===== src/rtl/vliw_pkg.sv =====
// Shared constants and types for the VLIW decode->execute bundle register.
// Slot order within a bundle is fixed here and used by every consumer.
package vliw_pkg;

  localparam int NUM_SLOTS = 4;
  localparam int SLOT_IXU1 = 0;
  localparam int SLOT_IXU2 = 1;
  localparam int SLOT_LSU  = 2;
  localparam int SLOT_BRU  = 3;
  localparam int REG_W     = 5;
  localparam int PC_W      = 32;

  typedef enum logic [1:0] {
    RUN   = 2'd0,
    STALL = 2'd1,
    FLUSH = 2'd2
  } stall_state_e;

  // A write to r0 is architecturally a no-op, so it can never be a load-use producer.
  function automatic logic lsu_load_q(input logic slot_valid,
                                      input logic [REG_W-1:0] rd,
                                      input logic is_load);
    return slot_valid & is_load & (rd != '0);
  endfunction

endpackage


===== src/rtl/dc_ex_stall_reg_sat_counter.sv =====
// Saturating up-counter with synchronous clear; clear wins over increment.
module sat_counter #(
  parameter int WIDTH = 4,
  parameter int MAX   = 15
) (
  input  logic             i_clk,
  input  logic             i_rst,
  input  logic             i_inc,
  input  logic             i_clr,
  output logic [WIDTH-1:0] o_count,
  output logic             o_at_max
);

  logic [WIDTH-1:0] r_count;
  logic             w_at_max;

  assign w_at_max = (r_count == WIDTH'(MAX));

  always_ff @(posedge i_clk) begin
    if (i_rst || i_clr) begin
      r_count <= '0;
    end else if (i_inc && !w_at_max) begin
      r_count <= r_count + WIDTH'(1);
    end
  end

  assign o_count  = r_count;
  assign o_at_max = w_at_max;

endmodule


===== src/rtl/dc_ex_stall_reg.sv =====
// Decode->execute bundle register with stall bubbles, flush squash and stall watchdog.
// Optional performance counters are built when STALL_PERF_CNT_EN is defined.
module dc_ex_stall_reg
  import vliw_pkg::*;
#(
  parameter int SLOT_W       = 64,
  parameter int FLUSH_CYCLES = 1,
  parameter int MAX_STALL    = 15
) (
  input  logic                          i_clk,
  input  logic                          i_rst,
  input  logic                          i_stall_in,
  input  logic                          i_flush_in,
  input  logic [NUM_SLOTS-1:0]          i_dc_slot_valid,
  input  logic [NUM_SLOTS*SLOT_W-1:0]   i_dc_bundle,
  input  logic [PC_W-1:0]               i_dc_pc,
  input  logic [REG_W-1:0]              i_dc_lsu_rd,
  input  logic                          i_dc_lsu_is_load,
  output logic                          o_dc_hold,
  output logic [NUM_SLOTS-1:0]          o_ex_slot_valid,
  output logic [NUM_SLOTS*SLOT_W-1:0]   o_ex_bundle,
  output logic [PC_W-1:0]               o_ex_pc,
  output logic [REG_W-1:0]              o_lsu_ex_rd,
  output logic                          o_lsu_ex_is_load,
  output logic                          o_stall_timeout,
  output logic [31:0]                   o_perf_stall_cnt,
  output logic [31:0]                   o_perf_flush_cnt,
  output stall_state_e                  o_dbg_state,
  output logic [$clog2(MAX_STALL+1)-1:0] o_dbg_stall_cnt
);

  localparam int FCNT_W = $clog2(FLUSH_CYCLES + 1);
  localparam int SCNT_W = $clog2(MAX_STALL + 1);
  localparam logic [FCNT_W-1:0] FLUSH_RELOAD = FCNT_W'(FLUSH_CYCLES - 1);

  stall_state_e                r_state;
  stall_state_e                w_state_nxt;
  logic [FCNT_W-1:0]           r_flush_cnt;
  logic [FCNT_W-1:0]           w_flush_cnt_nxt;
  logic                        w_bubble;
  logic                        w_stall_eff;
  logic                        w_stall_at_max;
  logic [SCNT_W-1:0]           w_stall_cnt;

  logic [NUM_SLOTS-1:0]        r_ex_slot_valid;
  logic [NUM_SLOTS*SLOT_W-1:0] r_ex_bundle;
  logic [PC_W-1:0]             r_ex_pc;
  logic [REG_W-1:0]            r_lsu_ex_rd;
  logic                        r_lsu_ex_is_load;
  logic                        r_stall_timeout;

  // Flow contract: the decode bundle is consumed on every cycle o_dc_hold is low
  // (as if ready=1); while o_dc_hold is high decode must present the same bundle
  // again and EX receives a bubble. A flush discards the bundle, so hold drops.
  assign w_stall_eff = i_stall_in & ~i_flush_in;
  assign o_dc_hold   = w_stall_eff & ~i_rst & (r_state != FLUSH);

  always_comb begin
    w_state_nxt     = r_state;
    w_flush_cnt_nxt = r_flush_cnt;
    w_bubble        = 1'b0;
    case (r_state)
      RUN, STALL: begin
        if (i_flush_in) begin
          w_bubble        = 1'b1;
          w_flush_cnt_nxt = FLUSH_RELOAD;
          w_state_nxt     = (FLUSH_CYCLES == 1) ? RUN : FLUSH;
        end else if (i_stall_in) begin
          w_bubble    = 1'b1;
          w_state_nxt = STALL;
        end else begin
          w_state_nxt = RUN;
        end
      end
      FLUSH: begin
        // The flush cycle itself is the first bubble; the count covers the rest.
        w_bubble = 1'b1;
        if (i_flush_in) begin
          w_flush_cnt_nxt = FLUSH_RELOAD;
          w_state_nxt     = (FLUSH_CYCLES == 1) ? RUN : FLUSH;
        end else if (r_flush_cnt <= FCNT_W'(1)) begin
          w_flush_cnt_nxt = '0;
          w_state_nxt     = RUN;
        end else begin
          w_flush_cnt_nxt = r_flush_cnt - FCNT_W'(1);
        end
      end
      default: begin
        w_bubble    = 1'b1;
        w_state_nxt = RUN;
      end
    endcase
  end

  always_ff @(posedge i_clk) begin
    if (i_rst) begin
      r_state          <= RUN;
      r_flush_cnt      <= '0;
      r_ex_slot_valid  <= '0;
      r_ex_bundle      <= '0;
      r_ex_pc          <= '0;
      r_lsu_ex_rd      <= '0;
      r_lsu_ex_is_load <= 1'b0;
      r_stall_timeout  <= 1'b0;
    end else begin
      r_state     <= w_state_nxt;
      r_flush_cnt <= w_flush_cnt_nxt;
      if (w_bubble) begin
        r_ex_slot_valid  <= '0;
        r_lsu_ex_rd      <= '0;
        r_lsu_ex_is_load <= 1'b0;
      end else begin
        r_ex_slot_valid  <= i_dc_slot_valid;
        r_ex_bundle      <= i_dc_bundle;
        r_ex_pc          <= i_dc_pc;
        r_lsu_ex_rd      <= i_dc_slot_valid[SLOT_LSU] ? i_dc_lsu_rd : '0;
        r_lsu_ex_is_load <= lsu_load_q(i_dc_slot_valid[SLOT_LSU], i_dc_lsu_rd, i_dc_lsu_is_load);
      end
      r_stall_timeout <= r_stall_timeout | (w_stall_at_max & w_stall_eff);
    end
  end

  sat_counter #(
    .WIDTH (SCNT_W),
    .MAX   (MAX_STALL)
  ) u_stall_cnt (
    .i_clk    (i_clk),
    .i_rst    (i_rst),
    .i_inc    (w_stall_eff),
    .i_clr    (~w_stall_eff),
    .o_count  (w_stall_cnt),
    .o_at_max (w_stall_at_max)
  );

`ifdef STALL_PERF_CNT_EN
  logic [31:0] r_perf_stall_cnt;
  logic [31:0] r_perf_flush_cnt;

  always_ff @(posedge i_clk) begin
    if (i_rst) begin
      r_perf_stall_cnt <= '0;
      r_perf_flush_cnt <= '0;
    end else begin
      if (o_dc_hold)  r_perf_stall_cnt <= r_perf_stall_cnt + 32'd1;
      if (i_flush_in) r_perf_flush_cnt <= r_perf_flush_cnt + 32'd1;
    end
  end

  assign o_perf_stall_cnt = r_perf_stall_cnt;
  assign o_perf_flush_cnt = r_perf_flush_cnt;
`else
  assign o_perf_stall_cnt = '0;
  assign o_perf_flush_cnt = '0;
`endif

  assign o_ex_slot_valid  = r_ex_slot_valid;
  assign o_ex_bundle      = r_ex_bundle;
  assign o_ex_pc          = r_ex_pc;
  assign o_lsu_ex_rd      = r_lsu_ex_rd;
  assign o_lsu_ex_is_load = r_lsu_ex_is_load;
  assign o_stall_timeout  = r_stall_timeout;
  assign o_dbg_state      = r_state;
  assign o_dbg_stall_cnt  = w_stall_cnt;

endmodule


===== config.mk =====
export PLATFORM = sky130hd
export DESIGN_NAME = dc_ex_stall_reg
export DESIGN_NICKNAME = d
export VERILOG_FILES = /design/src/rtl/vliw_pkg.sv /design/src/rtl/dc_ex_stall_reg_sat_counter.sv /design/src/rtl/dc_ex_stall_reg.sv
export SDC_FILE = /design/constraint.sdc
export NUM_CORES = 1
export LEC_CHECK = 0
export CELL_PAD_IN_SITES_DETAIL_PLACEMENT = 2
export CELL_PAD_IN_SITES_GLOBAL_PLACEMENT = 2
export CORE_AREA = 2 2 264 266
export DETAILED_ROUTE_END_ITERATION = 8
export DIE_AREA = 0 0 266 268
export PLACE_DENSITY_LB_ADDON = 0.1
export SLEW_MARGIN = 20
export SYNTH_ARGS = -nofsm -noshare
export SYNTH_HDL_FRONTEND = slang
export SYNTH_SLANG_ARGS = --single-unit

===== constraint.sdc =====
create_clock -name i_clk -period 1.7 [get_ports i_clk]
set_input_delay 0.34 -clock i_clk [delete_from_list [all_inputs] [get_ports i_clk]]
set_output_delay 0.34 -clock i_clk [all_outputs]
set_load 0.01 [all_outputs]

==> impl.org <==
** Power and ir drop
- The analysis attributes to cell leakage a power of around 8.5 nW.
- Combinational logic burns between 10% and 20% of the power.
- The clock network is responsible for between 40% and 50% of the overall power.
- Of the total power, the share spent switching nets is between 20 and 30%.
- Sequential power share :: ~40%
- Power density over the cells :: 915 mW/mm2
- Sw power :: ~4.8 mW
- Internal power comes to about 14 mW.
- The worst-case IR drop observed on VDD is 545 uV.

** STA
- Relative slew margins :: slightly below 40%
- The number of hold violations in the final report came to 0.
- The clock arrives with 0.991 ps of skew.
- Setup repair after global routing left no endpoint under its margin.
- The max-slew violation count was 0.
- Of the available clock period, the critical path in the final layout requires 94.5%.
- Period minus WS final :: ~1600 ps
- In the final timing run, aggregate negative setup slack is 0 ps.
- Setup violations remaining at the end of the flow were counted as 0.
- Achievable clock frequency :: roughly 620 MHz
- Worst setup margin :: 93.2 ps
- For the pin with the worst max-slew slack, the measured transition is 923 ps.

** Logic synthesis
- Sequential cell area fraction in the yosys report :: 46.0%
- The synthesized design contains 304 register bits.
- In the post-synthesis netlist, the biggest area contributors are dfxtp_1, or3b_1, a21oi_1.
- Netlist Area Pre-Place :: between 0.01 and 0.015 mm2
- During synthesis, Yosys emitted a total of 0 warnings.
- The cell count after synthesis came out at roughly 1.4k.
- After synthesis, the mean cell area works out to approximately 9 um2.
- Synth Flop Type :: dfxtp_1
- Ranked by instance count, the synthesized netlist is headed by dfxtp_1, a21oi_1, or3b_1.
- Counting flops with a built-in enable in the synthesized netlist gives 0.
- Async set-or-reset flop fraction in the synthesized netlist :: 0%
- Largest area contributor in the netlist :: dfxtp_1
- Yosys instantiated no cell more often than dfxtp_1.
- The synthesized netlist contains 33 unique library cells.
- Area share of the largest cell type after synthesis :: between 40% and 50%

** Floorplanning
- Die Y-Extent :: approximately 270 um
- From left edge to right edge, the die measures approximately 270 um.
- Core area :: a little under 0.07 mm2
- The die covers just over 0.07 mm2.
- Total I/O pin count :: 672
- The initial utilization of the core area, before any placement, comes to between 10% and 20%.
- Row generation in the floorplan step produced 96 rows.

** Finish
- Total number of nets in the final design :: 2252
- Measured on the finished design, the core utilization comes to 30.2%.
- With fillers left out, the area of the finished cells amounts to slightly above 0.02 mm2.
- Syn-to-layout area delta :: 55.6%
- Cells with a size suffix above 1 make up around 5.4% of the layout.

** Place
- Summed over all nets, the half-perimeter wirelength after detailed placement is ~44 mm.
- Summing all placed instances gives a cell area of ~0.020 mm2.
- Last weighted congestion value of the routability-driven placer :: approximately 0.75
- Port buffering added around 610 buffers.
- Timing analysis after detailed placement gives a worst setup slack of -202 ps.

** Worst hold path
- Class of the tightest hold or removal check :: input port to flip-flop
- Hold Crit Endpoint :: o_ex_pc[17]
- The worst hold path was traced through 3 stages.
- Worst hold start :: i_rst

** Critical path
- Register-to-register setup slack :: ~340 ps
- The worst setup path is captured at an output pin.
- The worst register-to-register path ends at u_stall_cnt.o_count[1].
- Critical path type :: input port to output pin
- Startpoint of the lowest-slack register-to-register path :: u_stall_cnt.o_count[0]
- Of all nets on the critical path, the largest fanout is 3.
- Cell family with most CP delay :: buffers and inverters
- Buffers plus inverters on the worst setup path :: 3
- Cell chain of the critical path :: buf_8 > or3b_4 > inv_1 > dlygate4sd2_1
- STA classifies the critical path startpoint as an input port.
- Number of cell instances on the worst register-to-register path :: 3
- Total stage count of the critical path :: 4
- STA puts the critical path data required time at ~1400 ps.
- STA puts the critical path data arrival time at 1270 ps.
- Crit path max-delay cell type :: or3b_4
- For this run, the slowest stage of the critical path takes approximately 420 ps.

** Outcome
- Run status :: complete, no violations

** Route
- The detailed router finished its first iteration with slightly above 400 violations.
- The count of nets left with antenna violations once routing finished came out at 0.
- Mean number of vias per cell :: roughly 4.4
- 1st-pass router iterations :: 4
- DRC violations left :: 0
- Routed wire per std cell :: around 21 um
- Wires add up to slightly above 60 mm.
- Across all layers, the routed design uses approximately 13k vias.

** GRT
- The number of global-route vias before repair is 13.5k.
- Entering global routing, the biggest net connects approximately 140 pins.
- Global routing finished with a remaining overflow of 0.
- In the global route stage, overall resource usage came out at between 15 and 20%.
- The number of antenna violations at the first check in global routing was 19.
- First-pass GRT wire length :: 87.3 mm

** Run
- Max-cap violations :: 0

** Clock network
- TritonCTS built the clock tree.
- CTS H-tree depth :: 2
- CTS saw approximately 300 sinks.
- Setup bufs post-CTS :: 0
- The tree is rooted in a clkbuf_16.
- The clock passes through at most 3 buffers.
- Total clock buffers created by CTS :: 42
- The later pin in the worst-skew pair is clocked with a latency of ~550 ps.
- Clock transition at the registers of the reported paths :: 50 ps
## layer usage
| layer | global-route usage [%] | up-vias | routed length, um |
|---|---|---|---|
| li1 | - | 6084 | - |
| met1 | 17.1 | 6208 | 22200 |
| met2 | 28.5 | 350 | 30900 |
| met3 | 6.59 | 96 | 5260 |
| met4 | 6.41 | 16 | 1910 |
| met5 | 0 | - | 96 |
## timing repair
action | CTS | global route
hold buffers | 0 | 0
gates resized for setup | 311 | 3
setup endpoints to repair | 305 | 2
## cell usage in the layout (no fill, tap or decap), types with 2 or more instances in the layout
cell type	instances
a21oi_1	289
and2_1	5
buf_12	14
buf_4	21
buf_8	3
clkbuf_1	15
clkbuf_16	45
clkbuf_8	9
clkdlybuf4s15_2	3
clkdlybuf4s50_1	298
clkinv_2	5
conb_1	65
dfxtp_1	303
diode_2	10
dlygate4sd2_1	301
inv_1	3
nor3b_1	3
nor4bb_1	2
o21ai_0	127
o21ai_1	161
or3b_1	288
## flip-flops by register name, indices dropped and copies added, names as in the netlist
register and cells:
o_lsu_ex_rd 5, o_ex_bundle 256, o_ex_slot_valid 4, u_stall_cnt.o_count 4
o_dbg_state 1, o_stall_timeout 1, o_ex_pc 32, o_lsu_ex_is_load 1
## worst register-to-register path: stages, from the launching register on
cell	delay [ps]
dfxtp_1	420
ha_1	270
and3_1	220
mux2_2	340
## power by group through the flow
stage                     clock (mW)  combinational, mW  sequential (mW)
after floorplan                    0               1.17             7.89
after global placement             0               2.82             7.74
after detailed placement           0               2.87             7.76
after CTS                       9.07               2.67             7.60
after global routing            9.37               2.86             7.64
final                           8.63               2.61             7.59
## area by class of cell
| cell class | count | area [um2] |
|---|---|---|
| fillers | 7644 | 47600 |
| repair buffers | 641 | 6140 |
| flip-flops and latches | 304 | 6090 |
| multi-input cells | 957 | 5880 |
| clock buffers | 69 | 1310 |
| well taps | 882 | 1100 |
| clock inverters | 5 | 25.0 |
| diodes | 10 | 25.0 |
| inverters | 3 | 11.3 |
## logic make-up (layout without fill, tap and decap cells)
| logic type | count (synthesis) | after routing | synth area share (%) |
|---|---|---|---|
| simple gates | 308 | 308 | 20.3 |
| other cells | 1 | 75 | 0.0283 |
| mux | 1 | 1 | 0.0851 |
| buf+inv | 229 | 718 | 11.4 |
| compound gates | 582 | 582 | 22.1 |
| fa+ha+maj | 1 | 1 | 0.0946 |
| flops | 304 | 304 | 46.0 |
## stage by stage
step	hold slack, ps	power (mW)	cells
3_3_place_gp	459	10.6	2787
5_1_grt	51.9	19.9	2871
2_1_floorplan	462	9.06	1490
3_5_place_dp	471	10.6	2787
6_report	95.6	18.8	2871
4_1_cts	40.0	19.3	2861
## worst max path at each step
stage | endpoint | slack (ps) | start
floorplan | o_dc_hold | 370 | i_rst
global placement | o_dc_hold | -200 | i_flush_in
detailed placement | o_dc_hold | -200 | i_flush_in
CTS | o_dbg_stall_cnt[1] | 6 | u_stall_cnt.o_count[1]
global route | o_dbg_stall_cnt[0] | 10 | u_stall_cnt.o_count[0]
finish | o_dc_hold | 90 | i_flush_in
(Power assumes the default switching activity.)
